[src/rtl/div_ctrl.sv]
// div_ctrl: sequencing controller for the multi-cycle DIV/DIVU path of EX.
// Radix-2 restoring shift-subtract divider plus its FSM. Produces
// {remainder, quotient} with a one-cycle ok strobe. The strobe is held while
// the downstream stage stalls.
// Optional build macro: DIV_FAST_SMALL_EN. When it is defined, a division
// where |dividend| < |divisor| finishes in one cycle.
module div_ctrl #(
    parameter int DATA_W = 32,
    parameter int CNT_W  = 6
) (
    input  logic                  clk_i,
    input  logic                  rst_i,
    input  logic                  start_i,
    input  logic                  signed_i,
    input  logic [DATA_W-1:0]     dividend_i,
    input  logic [DATA_W-1:0]     divisor_i,
    input  logic                  annul_i,
    input  logic                  stall_i,
    output logic                  stall_req_o,
    output logic                  ok_o,
    output logic [2*DATA_W-1:0]   wdata_o,
    output logic                  busy_o
);

    localparam logic [1:0] S_IDLE    = 2'd0;
    localparam logic [1:0] S_DIVZERO = 2'd1;
    localparam logic [1:0] S_ON      = 2'd2;
    localparam logic [1:0] S_END     = 2'd3;

    logic [1:0]          state;
    logic [CNT_W-1:0]    cnt;
    logic [DATA_W-1:0]   rem;
    logic [DATA_W-1:0]   quo;
    logic [DATA_W-1:0]   dvsr;
    logic                q_neg;
    logic                r_neg;

    logic                a_neg;
    logic                b_neg;
    logic [DATA_W-1:0]   abs_a;
    logic [DATA_W-1:0]   abs_b;
    logic                fast_small;
    logic [DATA_W:0]     shifted;
    logic [DATA_W:0]     trial;
    logic [DATA_W-1:0]   step_rem;
    logic [DATA_W-1:0]   step_quo;
    logic [DATA_W-1:0]   fix_rem;
    logic [DATA_W-1:0]   fix_quo;
    logic                last_step;

    // Operand magnitudes. The magnitude of the most negative value wraps to
    // itself, which is still the correct unsigned magnitude.
    always_comb begin
        a_neg = signed_i & dividend_i[DATA_W-1];
        b_neg = signed_i & divisor_i[DATA_W-1];
        abs_a = a_neg ? (~dividend_i + 1'b1) : dividend_i;
        abs_b = b_neg ? (~divisor_i + 1'b1) : divisor_i;
    end

`ifdef DIV_FAST_SMALL_EN
    assign fast_small = (abs_a < abs_b);
`else
    assign fast_small = 1'b0;
`endif

    // One restoring step: shift {rem, quo} left, trial-subtract the divisor,
    // and keep the difference only when it did not borrow.
    always_comb begin
        shifted   = {rem, quo[DATA_W-1]};
        trial     = shifted - {1'b0, dvsr};
        step_rem  = trial[DATA_W] ? shifted[DATA_W-1:0] : trial[DATA_W-1:0];
        step_quo  = {quo[DATA_W-2:0], ~trial[DATA_W]};
        fix_rem   = r_neg ? (~step_rem + 1'b1) : step_rem;
        fix_quo   = q_neg ? (~step_quo + 1'b1) : step_quo;
        last_step = (cnt == CNT_W'(DATA_W - 1));
    end

    // FSM and datapath registers. Reset takes priority, then annul.
    always_ff @(posedge clk_i) begin
        if (rst_i) begin
            state <= S_IDLE;
            cnt   <= '0;
            rem   <= '0;
            quo   <= '0;
            dvsr  <= '0;
            q_neg <= 1'b0;
            r_neg <= 1'b0;
        end else if (annul_i) begin
            state <= S_IDLE;
            cnt   <= '0;
        end else begin
            case (state)
                S_IDLE: begin
                    if (start_i) begin
                        cnt <= '0;
                        if (divisor_i == '0) begin
                            rem   <= dividend_i;
                            quo   <= '1;
                            state <= S_DIVZERO;
                        end else if (fast_small) begin
                            rem   <= dividend_i;
                            quo   <= '0;
                            state <= S_END;
                        end else begin
                            rem   <= '0;
                            quo   <= abs_a;
                            dvsr  <= abs_b;
                            q_neg <= a_neg ^ b_neg;
                            r_neg <= a_neg;
                            state <= S_ON;
                        end
                    end
                end
                S_DIVZERO: state <= S_END;
                S_ON: begin
                    cnt <= cnt + 1'b1;
                    if (last_step) begin
                        rem   <= fix_rem;
                        quo   <= fix_quo;
                        state <= S_END;
                    end else begin
                        rem <= step_rem;
                        quo <= step_quo;
                    end
                end
                default: begin
                    if (!stall_i) state <= S_IDLE;
                end
            endcase
        end
    end

    // Outputs. Annul suppresses both the stall and the result in the same cycle.
    always_comb begin
        busy_o      = (state != S_IDLE);
        ok_o        = (state == S_END) & ~annul_i;
        wdata_o     = ok_o ? {rem, quo} : '0;
        stall_req_o = 1'b0;
        case (state)
            S_IDLE:    stall_req_o = start_i & ~annul_i;
            S_DIVZERO: stall_req_o = ~annul_i;
            S_ON:      stall_req_o = ~annul_i;
            default:   stall_req_o = 1'b0;
        endcase
    end

endmodule

[config.mk]
export PLATFORM = sky130hd
export DESIGN_NAME = div_ctrl
export DESIGN_NICKNAME = d
export VERILOG_FILES = /design/src/rtl/div_ctrl.sv
export SDC_FILE = /design/constraint.sdc
export NUM_CORES = 1
export LEC_CHECK = 0
export CAP_MARGIN = 20
export CORE_ASPECT_RATIO = 2
export CORE_MARGIN = 5
export CORE_UTILIZATION = 35
export CTS_BUF_LIST = sky130_fd_sc_hd__clkbuf_4
export DETAILED_ROUTE_END_ITERATION = 10
export PLACE_DENSITY = 0.52
export SYNTH_ARGS = -nofsm -noshare
export SYNTH_HDL_FRONTEND = slang
export SYNTH_SLANG_ARGS = --single-unit
[constraint.sdc]
create_clock -name clk_i -period 13.9 [get_ports clk_i]
set_clock_uncertainty 0.15 [all_clocks]
set_input_delay 2.085 -clock clk_i [delete_from_list [all_inputs] [get_ports clk_i]]
set_output_delay 2.085 -clock clk_i [all_outputs]
set_load 0.01 [all_outputs]
==> qor.csv <==
stage,metric,value,unit
worst_setup_path,end_kind,register,
sta,rsz0062_at_grt,no,
die,core-area,28800,um^2
worst_setup_path,critical_path_class,register to register,
run_status,status,completed,
worst_setup_path,required,14170,ps
synth,yosys.area_share.adder,5.36,%
die,fp.dieArea,32800,um^2
synth,synth_async_sr_flop_share,0,%
synth,yosys.area_share.xor_xnor,11.8,%
final_layout,final_cell_mix,"nor2_1, clkdlybuf4s50_1, a21oi_1",
synth,synth_fp_nets,1509,
place,io_buffers,136,
global_route,track_usage,21.0,%
final_layout,layout_commonest_cell,nor2_1,
worst_setup_path,cp_slowest_cell,o211ai_1,
synth,synth-edff-count,0,
clock_tree,cts_resized,0,
final_layout,final_cells,1845,
power_and_ir_drop,power_density,88.9,nW/um^2
synth,synth_area,10200,um^2
global_route,grt_overflow,0,
synth,ys.warnings.count,0,
place,gp_congestion,0.895,
detailed_routing,finalWirelength,34.8,mm
sta,fin_setup_tns,0,ps
sta,finalHoldViolCount,0,
die,pin_count,137,
die,die_width,131,um
final_layout,final_nets,1589,
worst_setup_path,path_buf_inv,5,
synth,synth_ff_type,dfxtp_1,
sta,period_minus_slack,6450,ps
die,die_h,251,um
sta,setup_viol,0,
sta,final_max_slew_viol_count,0,
synth,seq_area_frac_synth,20.8,%
synth,netlist-cell-type-count,81,
clock_tree,insertion_delay,550,ps
global_route,antenna_found_initial,4,
final_layout,fillers,3105,
worst_setup_path,worstPathCellList,inv_1 -> ha_1 -> inv_1 -> fa_1 -> a211oi_1 -> o211ai_1 -> nand3_1 -> a2111oi_4 -> o21a_2 -> nor2_8 -> buf_4 -> inv_2 -> buf_4 -> nor2_1 -> a21oi_1 -> ha_1 -> o211ai_1 -> nor3_1 -> nand4b_1 -> o32ai_2 -> nand4_1 -> o31ai_1 -> xor2_1 -> o22ai_1,
place,hpwl,26.9,mm
die,start_util,35.3,%
clock_tree,clock-sinks,106,
clock_tree,cts_hold_buf,0,
clock_tree,clk_pin_slew,170,ps
worst_setup_path,cp_top_family,compound AO/OA/AOI/OAI gates,
sta,relSlewSlack,30.2,%
synth,synthCells,1396,
synth,synth_compound_area_share,28.7,%
clock_tree,cts_root_buffer,clkbuf_4,
synth,synth_top_family_by_area,compound AO/OA/AOI/OAI gates,
final_layout,seq_area,2120,um^2
worst_setup_path,critPathArrivalTime,6720,ps
final_layout,multiInputGateArea,7550,um^2
place,dpl.cell_count,1824,
final_layout,layout-drive-gt1-share,4.53,%
detailed_routing,vias,10400,
detailed_routing,antenna_left,0,
power_and_ir_drop,p_leak,4.34,nW
detailed_routing,wl_per_cell,18.9,um
global_route,grt_pass1_wl,55.0,mm
worst_setup_path,slowest_delay,560,ps
clock_tree,cts_tree,yes,
clock_tree,ctsHtreeMaxLevel,3,
final_layout,area_growth,17.4,%
detailed_routing,drtIter0Drc,553,
sta,worst_pin_slew,1050,ps
worst_setup_path,worstSetupStartpointType,register,
final_layout,utilization,41.4,%
flow_run,max_cap_violations,0,
global_route,first_global_vias,10200,
detailed_routing,dr.pass1.iters,5,
detailed_routing,drc,0,
global_route,grt_max_degree,92,
synth,muxShareOfSynthArea,2.32,%
power_and_ir_drop,vdd_ir_drop_max,0.0366,mV
clock_tree,numCtsBuffers,9,
synth,synth_area_per_cell,7.29,um^2
die,rows,88,
worst_setup_path,cp_max_fo,45,
synth,yosys.area_share.simple,25.7,%
detailed_routing,routed_via_density,5.64,
sta,max_freq,155,MHz
synth,ys_ff_latch,106,
clock_tree,cts_setup_buffers,0,
clock_tree,clock_path_buffers,2,
sta,timing.final.crit_share,46.4,%
hold_path,hp-class,register to register,
[synth_stat cells (all sizes together), types with 3 or more instances]
cell     number  share of area (%)
o21bai        3               0.22
nor4         18                1.2
ha           42                5.2
mux2i        21                2.1
nand3b        3               0.22
o21a          8               0.60
a221oi       47                4.0
nor2        159                6.0
nand3        20               0.98
or3          24                1.5
or2           3               0.18
o211ai       11               0.81
inv          52                1.9
a2bb2oi       3               0.26
nor2b         5               0.31
or4b          3               0.29
a31o          3               0.26
a21boi        5               0.41
nand2b        6               0.37
a311oi        7               0.60
nand2       102                3.8
dfxtp       106                 21
a21o         25                1.8
xnor2        74                6.4
and2         76                4.7
a31oi         8               0.49
o21ai        77                3.8
clkbuf       60                2.2
o41ai        11                1.2
a21oi       108                5.3
or4          10               0.77
a32oi         4               0.34
nand4        12               0.74
a2111oi       4               0.59
o31ai        31                2.5
a22oi         3               0.22
xor2         63                5.4
nor3         65                3.2
buf          23                1.1
o22ai         7               0.43
and3         13               0.80
a211oi       45                3.4
[final timing paths]
| kind | startpoint | depth (start not counted) | end | slack [ps] |
|---|---|---|---|---|
| setup / recovery | quo[31] | 24 | rem[30] | 7450 |
| hold / removal | dvsr[22] | 2 | dvsr[22] | 320 |
| setup reg to reg | quo[31] | 24 | rem[30] | 7450 |
| hold reg to reg | dvsr[22] | 2 | dvsr[22] | 320 |
[sequential cells by signal, summed over array words and instances (netlist names)]
register,cells
state,2
dvsr,32
q_neg,1
rem,32
r_neg,1
quo,32
cnt,6
[cell type report]
class | instances | area share (%)
Antenna cell | 5 | 0.105
Clock buffer | 10 | 0.628
Clock inverter | 5 | 0.460
Inverter | 52 | 1.63
Multi-Input combinational cell | 1155 | 63.2
Sequential cell | 106 | 17.7
Tap cell | 360 | 3.77
Timing Repair Buffer | 152 | 12.5
[worst reg2reg max path, stage by stage, from the launching register on]
cell and delay [ps]:
dfxtp_1 460, inv_1 80, ha_1 220, inv_1 70, fa_1 220, a211oi_1 110, o211ai_1 560, nand3_1 270
a2111oi_4 500, o21a_2 320, nor2_8 60, buf_4 310, inv_2 100, buf_4 350, nor2_1 90, a21oi_1 180
ha_1 270, o211ai_1 150, nor3_1 350, nand4b_1 260, o32ai_2 440, nand4_1 230, o31ai_1 330, xor2_1 170
o22ai_1 80
[metrics by stage]
stage	hold slack, ps	setup WS, ps	power, mW	area [um^2]
6_report	315	7450	1.06	12000
5_1_grt	334	7110	1.14	12000
4_1_cts	315	7010	1.07	11900
3_5_place_dp	295	7020	0.892	11800
3_3_place_gp	291	7110	0.888	11800
2_1_floorplan	282	8630	0.743	10200
[power by group]
part           leakage (nW)  switching (mW)  internal, mW
registers             0.868          0.0270         0.324
logic                  3.40           0.332         0.206
clock network        0.0703           0.118        0.0556
[kinds of logic (layout without fill, tap and decap cells)]
| kind of cell | count (synthesis) | count (layout) |
|---|---|---|
| xor+xnor | 137 | 137 |
| buf+inv | 135 | 219 |
| fa+ha+maj | 43 | 43 |
| simple gates | 527 | 527 |
| flops | 106 | 106 |
| other cells | 0 | 5 |
| compound gates | 425 | 425 |
| mux | 23 | 23 |
[per-layer routing]
metal	vias up	GRT usage (%)	part of all wire [%]
met5	-	0	0
met4	0	10.4	4.0
met3	73	1.74	3.1
met2	237	38.8	54
met1	4833	23.3	39
li1	5271	-	-
Note: power is estimated with default switching activity, not from simulation.
